<file path="src/rtl/img_pkg.sv">
// Shared constants and state encoding for the image sequencer and its address generator.
package img_pkg;

    localparam int DEF_TOTAL_BYTES = 784;
    localparam int DEF_NUM_IMG     = 4;
    localparam int RES_W           = 4;
    localparam int DATA_W          = 8;

    typedef enum logic [1:0] {
        ST_IDLE     = 2'd0,
        ST_FETCH    = 2'd1,
        ST_WAIT_RES = 2'd2,
        ST_DONE     = 2'd3
    } state_t;

    // Counter width able to index n values, never narrower than one bit.
    function automatic int width_of(input int n);
        return (n > 1) ? $clog2(n) : 1;
    endfunction

endpackage

</file>
<file path="src/rtl/img_addr_gen.sv">
// ROM address generation: per-image base stepped by TOTAL_BYTES, pixel offset
// within the current frame, selected image index and the last-pixel flag.
module img_addr_gen
    import img_pkg::*;
#(
    parameter int TOTAL_BYTES = DEF_TOTAL_BYTES,
    parameter int NUM_IMG     = DEF_NUM_IMG,
    parameter int ADDR_W      = 12,
    parameter int IDX_W       = width_of(DEF_NUM_IMG)
) (
    input  logic              clk,
    input  logic              rst,
    input  logic              clr_pix,
    input  logic              inc_pix,
    input  logic              advance,
    output logic [ADDR_W-1:0] rom_addr,
    output logic              last_pix,
    output logic [IDX_W-1:0]  img_idx
);

    localparam int CNT_W = width_of(TOTAL_BYTES);
    localparam logic [CNT_W-1:0]  PIX_LAST = CNT_W'(TOTAL_BYTES - 1);
    localparam logic [IDX_W-1:0]  IDX_LAST = IDX_W'(NUM_IMG - 1);
    localparam logic [ADDR_W-1:0] STEP     = ADDR_W'(TOTAL_BYTES);

    logic [CNT_W-1:0]  pix_cnt;
    logic [ADDR_W-1:0] base;

    always_ff @(posedge clk) begin
        if (rst) begin
            pix_cnt <= '0;
        end else if (clr_pix) begin
            pix_cnt <= '0;
        end else if (inc_pix) begin
            pix_cnt <= pix_cnt + CNT_W'(1);
        end
    end

    // Base follows the image index by accumulation, so no multiplier is needed.
    always_ff @(posedge clk) begin
        if (rst) begin
            img_idx <= '0;
            base    <= '0;
        end else if (advance) begin
            if (img_idx == IDX_LAST) begin
                img_idx <= '0;
                base    <= '0;
            end else begin
                img_idx <= img_idx + IDX_W'(1);
                base    <= base + STEP;
            end
        end
    end

    assign rom_addr = base + ADDR_W'(pix_cnt);
    assign last_pix = (pix_cnt == PIX_LAST);

endmodule

</file>
<file path="src/rtl/img_seq_ctrl.sv">
// Streams stored images pixel by pixel from a synchronous ROM to a CNN at a fixed
// pace, collects the classification, and optionally walks through all images.
module img_seq_ctrl
    import img_pkg::*;
#(
    parameter int  TOTAL_BYTES  = DEF_TOTAL_BYTES,
    parameter int  NUM_IMG      = DEF_NUM_IMG,
    parameter int  CLK_INTERVAL = 12,
    parameter int  TIMEOUT      = 65535,
    parameter int  ADDR_W       = 12,
    localparam int IDX_W        = width_of(NUM_IMG)
) (
    input  logic              clk,
    input  logic              rst,
    input  logic              start,
    input  logic              continuous,
    input  logic              abort,
    output logic              rom_en,
    output logic [ADDR_W-1:0] rom_addr,
    input  logic [DATA_W-1:0] rom_dout,
    output logic [DATA_W-1:0] pix_dout,
    output logic              pix_vld,
    input  logic              cnn_done,
    input  logic [RES_W-1:0]  cnn_result,
    output logic [RES_W-1:0]  result,
    output logic              result_vld,
    output logic [IDX_W-1:0]  img_idx,
    output logic              busy,
    output logic              err
);

    localparam int INT_W = width_of(CLK_INTERVAL + 1);
    localparam int TO_W  = width_of(TIMEOUT + 1);
    localparam logic [INT_W-1:0] INT_LAST = INT_W'(CLK_INTERVAL);
    localparam logic [TO_W-1:0]  TO_LAST  = TO_W'(TIMEOUT - 1);

    state_t           state, next_state;
    logic [INT_W-1:0] int_cnt;
    logic [TO_W-1:0]  to_cnt;
    logic             rd_pend;
    logic             last_pix, inc_pix, clr_pix, advance, capture, timeout, clr_err;

    img_addr_gen #(
        .TOTAL_BYTES (TOTAL_BYTES),
        .NUM_IMG     (NUM_IMG),
        .ADDR_W      (ADDR_W),
        .IDX_W       (IDX_W)
    ) u_addr_gen (
        .clk      (clk),
        .rst      (rst),
        .clr_pix  (clr_pix),
        .inc_pix  (inc_pix),
        .advance  (advance),
        .rom_addr (rom_addr),
        .last_pix (last_pix),
        .img_idx  (img_idx)
    );

    always_comb begin
        next_state = state;
        rom_en     = 1'b0;
        inc_pix    = 1'b0;
        advance    = 1'b0;
        capture    = 1'b0;
        timeout    = 1'b0;
        clr_err    = 1'b0;
        case (state)
            ST_IDLE: begin
                if (start) begin
                    next_state = ST_FETCH;
                    clr_err    = 1'b1;
                end
            end
            ST_FETCH: begin
                rom_en = (int_cnt == '0);
                if (int_cnt == INT_LAST) begin
                    if (last_pix) begin
                        next_state = ST_WAIT_RES;
                    end else begin
                        inc_pix = 1'b1;
                    end
                end
            end
            ST_WAIT_RES: begin
                if (cnn_done) begin
                    capture    = 1'b1;
                    advance    = 1'b1;
                    next_state = continuous ? ST_FETCH : ST_DONE;
                end else if (to_cnt == TO_LAST) begin
                    timeout    = 1'b1;
                    next_state = ST_IDLE;
                end
            end
            ST_DONE: next_state = ST_IDLE;
            default: next_state = ST_IDLE;
        endcase
        // Abort cancels whatever the state asked for, including a read issued this cycle.
        if (abort) begin
            next_state = ST_IDLE;
            rom_en     = 1'b0;
            inc_pix    = 1'b0;
            advance    = 1'b0;
            capture    = 1'b0;
            timeout    = 1'b0;
            clr_err    = 1'b0;
        end
    end

    // Pixel offset is held at zero everywhere outside an ongoing frame.
    assign clr_pix = (state != ST_FETCH) || (next_state != ST_FETCH);
    assign busy    = (state != ST_IDLE);

    always_ff @(posedge clk) begin
        if (rst) begin
            state   <= ST_IDLE;
            int_cnt <= '0;
            to_cnt  <= '0;
        end else begin
            state <= next_state;
            if (state == ST_FETCH && next_state == ST_FETCH) begin
                int_cnt <= (int_cnt == INT_LAST) ? '0 : int_cnt + INT_W'(1);
            end else begin
                int_cnt <= '0;
            end
            if (state == ST_WAIT_RES && next_state == ST_WAIT_RES) begin
                to_cnt <= to_cnt + TO_W'(1);
            end else begin
                to_cnt <= '0;
            end
        end
    end

    // ROM data arrives the cycle after rom_en; it is registered so pix_vld lands two cycles after.
    always_ff @(posedge clk) begin
        if (rst) begin
            rd_pend  <= 1'b0;
            pix_vld  <= 1'b0;
            pix_dout <= '0;
        end else begin
            rd_pend <= rom_en;
            pix_vld <= rd_pend && !abort;
            if (rd_pend && !abort) begin
                pix_dout <= rom_dout;
            end
        end
    end

    always_ff @(posedge clk) begin
        if (rst) begin
            result     <= '0;
            result_vld <= 1'b0;
            err        <= 1'b0;
        end else begin
            result_vld <= capture;
            if (capture) begin
                result <= cnn_result;
            end
            if (timeout) begin
                err <= 1'b1;
            end else if (clr_err) begin
                err <= 1'b0;
            end
        end
    end

endmodule

</file>
<file path="config.mk">
export PLATFORM = sky130hd
export DESIGN_NAME = img_seq_ctrl
export DESIGN_NICKNAME = d
export VERILOG_FILES = /design/src/rtl/img_pkg.sv /design/src/rtl/img_addr_gen.sv /design/src/rtl/img_seq_ctrl.sv
export SDC_FILE = /design/constraint.sdc
export NUM_CORES = 1
export LEC_CHECK = 0
export ABC_AREA = 1
export CAP_MARGIN = 20
export CORE_ASPECT_RATIO = 1.25
export CORE_UTILIZATION = 29
export CTS_BUF_LIST = sky130_fd_sc_hd__clkbuf_8
export CTS_CLUSTER_DIAMETER = 60
export DETAILED_ROUTE_END_ITERATION = 10
export GPL_ROUTABILITY_DRIVEN = 1
export PLACE_DENSITY = 0.5
export SLEW_MARGIN = 30
export SYNTH_ARGS = -nofsm -noshare
export SYNTH_HDL_FRONTEND = slang
export SYNTH_SLANG_ARGS = --single-unit
</file>
<file path="constraint.sdc">
create_clock -name clk -period 1.6 [get_ports clk]
set_input_delay 0.32 -clock clk [delete_from_list [all_inputs] [get_ports clk]]
set_output_delay 0.32 -clock clk [all_outputs]
set_load 0.02 [all_outputs]
</file>
# Yosys cells after proc, flatten, opt, wreduce, memory -nomap -nowiden
# Index checks and enable logic that the tools add are counted.
# word_totals
regBits	62
latchBits	0
ramBits	0
mem_bits_ro	0
inputBits	18
word_cells	71
n_memories	0
# op_classes
addsub	6
n_mul	0
div	0
n_lt_le_gt_ge	0
eq_ne	11
n_shift	0
muxes	28
bitwise	2
reduce_logical	12
# op_table
operator	n
$mux W1	18
$add A16 B1 Y16 const B	1
$eq A16 B16 Y1 const B	1
$mux W2	8
$add A12 B10 Y12	1
$add A12 B10 Y12 const B	1
$mux W12	1
$add A10 B1 Y10 const B	1
$eq A10 B10 Y1 const B	1
$eq A2 B2 Y1 const B	4
$pmux W2 S4	1
$add A4 B1 Y4 const B	1
$eq A2 B1 Y1 const B	2
$eq A4 B4 Y1 const B	1
$logic_not A4 Y1	1
$ne A2 B1 Y1 const B	2
$reduce_bool A2 Y1	2
$reduce_or A2 Y1	2
$logic_and A1 B1 Y1	3
$reduce_or A3 Y1	1
$add A2 B1 Y2 const B	1
$logic_not A2 Y1	1
$not A1 Y1	2
$logic_not A1 Y1	1
$logic_or A1 B1 Y1	1

# Logic depth before layout (Yosys ltp)
# logic_depth
word_depth	9
ltp_mapped	9

# Modules after synthesis
# Synthesis repeated with hierarchy kept, for this count alone.
# unflattened
hier_cells	419
hier_area_um2	3096.7
# modules_own_cells
mod	n_inst	cells_each	area_each_um2	seq_area_each_um2
img_seq_ctrl	1	217	1759.2	760.7
img_addr_gen	1	202	1337.5	400.4

# Worst setup path before layout
# No wires, ideal clock.
# synth_path
path_kind	register -> output
from	register u_addr_gen.pix_cnt[7]
to	output port rom_addr[10]
t_arrival_ns	1.417
required_ns	1.280
setup_slack_ns	-0.137
stages_incl_launch_ff	5
cell_sequence	dfxtp_1 ha_1 a21oi_1 o211ai_1 xor2_1
# synth_via
elab_chain_len	1
# synth_rtl
item	line_no	text
start, declared	img_addr_gen.sv:26	logic [CNT_W-1:0] pix_cnt;
start signal, assigned	img_addr_gen.sv:35	pix_cnt <= pix_cnt + CNT_W'(1);
$add A12 B10 Y12	img_addr_gen.sv:55	assign rom_addr = base + ADDR_W'(pix_cnt);
end, declared	img_seq_ctrl.sv:19	output logic [ADDR_W-1:0] rom_addr,
# Every way passes these cells.

# Worst setup path after layout
# layout_path
from	register u_addr_gen.pix_cnt[9]
to	output port rom_addr[11]
# Same word-level chain as after synthesis.

==> reports/qor.yml <==
cellPowerDensity_mw_per_mm2: 705.3
portBuffers: 48
hpwl_mm: 5.727
hp-class: "reg -> reg"
dieHeight_um: 114.7
clk_root_buffer_cell: "clkbuf_8"
grt_usage_pct: 15.09
vdd_drop_max_mv: 0.3665
synth_adder_area_share_pct: 5.523
start_util_pct: 30.18
fmax_ghz: 0.5019
multi_input_area_sq_mm: 0.001738
async_flop_share_pct: 0
synthCells: 398
synth_area_sq_mm: 0.002945
cts_tree: "done"
rr_worst_depth: 8
die_area_sq_mm: 0.01057
yosysWarnings: 0
period_minus_slack_ps: 1993
synth_edf_count: 0
grt_max_degree: 17
rsz0062_at_grt: "true"
relSlewSlack_pct: 78.53
clk_pin_slew_ps: 70
grt_remaining_overflow: 0
crit_path_end_kind: "output port"
grt_pass1_vias: 2748
nNetsFinal: 541
io_pins: 49
synth_ff_type: "dfxtp_1"
place.gp.congestion: 0.7905
whs_ps: 442.1
r2r_start: "u_addr_gen.pix_cnt[6]"
synth_top_family_by_area: "simple AND/OR/NAND/NOR gates"
slew_viol_final: 0
clock_sinks: 58
crit_end: "rom_addr[11]"
muxShareOfSynthArea_pct: 0
htreeDepth: 3
path_max_fanout: 3
clock_skew_ps: 12.63
core_sq_mm: 0.009759
worstMarginPinSlew_ps: 319.6
rows: 40
cts_made_buffers: 9
final_area_sq_mm: 0.004394
detail_route.wl_per_cell_um: 11.67
num_antenna_cells: 0
layout-drive-gt1-share_pct: 29.90
rr_endpoint: "u_addr_gen.pix_cnt[4]"
num_vias: 2864
cts-hold-fix-buffers: 0
antenna_found_initial: 0
ant_nets: 0
grt_pass1_wl_mm: 12.59
finalHoldViolCount: 0
startpoint: "u_addr_gen.pix_cnt[9]"
failed_checks: "setup timing"
synth-xor-area-share_pct: 6.245
path_class: "reg -> out"
fin_util_pct: 45.03
totalWireLength_mm: 7.480
required_ps: 1280
vias_per_cell: 4.468
p_leak_nw: 1.925
first_iter_violations: 65
seq_area_sq_mm: 0.001177
post_dp_cell_area_sq_mm: 0.004076
synth_cell_types: 35
avgSynthCellArea_sq_um: 7.400
synth-seq-cells: 58
cts-root-to-sink-buffers: 2
maxCapViolCount: 0
yosysSeqAreaShare_pct: 39.42
outcome: "finished with violations"
finalPower_mw: 3.099
clk_latency_ps: 330
cp-start-kind: "flip-flop"
period_share_pct: 124.5
setup_viol: 7
area_delta_synth_final_pct: 49.19
route.detailed.drc: 0
r2r_slack_ps: 120
layout_setup_ws_ps: -392.5
synth_compound_area_share_pct: 9.516
synthesis.nets: 429
die_w_um: 92.14
cp.arrival_ps: 1670
drt-pass1-iter-count: 4
final.fill_count: 1035
synth-simple-area-share_pct: 31.73
## timing repair
item                                    CTS  global route
endpoints found under the setup margin   30            21
buffers inserted                          3             1
pin swaps                                13            11
resized for setup                        80            28
## kinds of logic (layout without fill, tap and decap cells)
| family | after synthesis | in the layout |
|---|---|---|
| AOI/OAI and AO/OA | 51 | 51 |
| xor gates and xnor gates | 21 | 21 |
| adders and majority gates | 13 | 13 |
| buffers and inverters | 51 | 168 |
| DFF | 58 | 58 |
| and+or+nand+nor | 204 | 204 |
## worst max-delay path, cell delays in order, from the launching register on
cell,delay (ps)
dfxtp_4,350
ha_4,280
nand2_4,50
inv_2,30
nand4_1,80
o211ai_1,100
buf_4,170
nand3_1,80
nand2_2,80
buf_6,110
## layout by cell type, fill, tap and decap left out, drive strengths merged, types with 2 or more instances in the layout
master and n:
a21oi 29, and3 2, buf 71, bufinv 2, clkbuf 11, clkdlybuf4s50 17
clkinv 4, dfxtp 58, dlygate4sd2 20, ha 13, inv 40, nand2 84
nand3 24, nand4 8, nor2 71, nor3 11, o211ai 2, o21ai 19
or2 3, xnor2 8, xor2 13
## metrics by stage
step / worst slack, ps / setup TNS (ps) / std cells
2_1_floorplan: -21.88 / -34.16 / 398
3_3_place_gp: -525.8 / -7503 / 622
3_5_place_dp: -535.4 / -6946 / 622
4_1_cts: -437.2 / -2381 / 641
5_1_grt: -486.7 / -2852 / 641
6_report: -392.5 / -2247 / 641
## area by class of cell
| cell class | count | area share [%] |
|---|---|---|
| multi-input combinational | 289 | 39.55 |
| tap | 126 | 3.588 |
| clock inverter | 6 | 1.851 |
| clock buffer | 10 | 3.132 |
| inverter | 41 | 3.559 |
| sequential | 58 | 26.79 |
| timing repair buffer | 111 | 21.53 |
## power breakdown
group	internal (mW)	switching [mW]
combinational	0.0767	0.0621
sequential	1.45	0.00268
clock	0.908	0.602
## sequential cells by signal, summed over array words and instances, names as in the netlist, 2 cells and up
signal / count
u_addr_gen.pix_cnt: 10
result: 4
int_cnt: 4
to_cnt: 16
u_addr_gen.img_idx: 2
state: 2
pix_dout: 8
u_addr_gen.base: 8
## worst min path at each step
| stage | start | slack, ps | cells after the start | to |
|---|---|---|---|---|
| floorplan | rst | 390 | 1 | err |
| global placement | to_cnt[0] | 450 | 1 | to_cnt[0] |
| detailed placement | pix_dout[5] | 470 | 2 | pix_dout[5] |
| CTS | to_cnt[13] | 480 | 2 | to_cnt[13] |
| global route | to_cnt[0] | 460 | 1 | to_cnt[0] |
| finish | to_cnt[0] | 440 | 1 | to_cnt[0] |
## cells in the mapped netlist, types with 2 or more instances
cell	count	share of area [%]
o211ai_1	2	0.51
nand3_2	4	1.4
ha_1	13	5.5
clkinv_1	2	0.25
or2_2	2	0.42
and3_1	2	0.42
nor2_2	4	0.85
nor2_4	2	0.76
o21ai_0	17	2.9
inv_1	36	4.6
nand4_1	8	1.7
buf_6	3	1.1
nor2_1	65	8.3
buf_4	2	0.51
xor2_1	13	3.9
clkbuf_1	4	0.51
dfxtp_1	58	39
inv_2	3	0.38
a21oi_1	25	4.2
a21oi_2	4	1.2
xnor2_1	8	2.4
nand2_1	82	10
nor3_1	8	1.4
nand3_1	19	3.2
nor3_2	2	0.68
## layer usage
layer	global-route usage [%]	part of all wire, %	up-vias
met4	5.625	1.4	0
met5	0	0	-
li1	-	-	1497
met3	2.258	2.6	8
met1	17.50	44	1327
met2	27.81	52	32
Note: power is estimated with default switching activity, not from simulation.
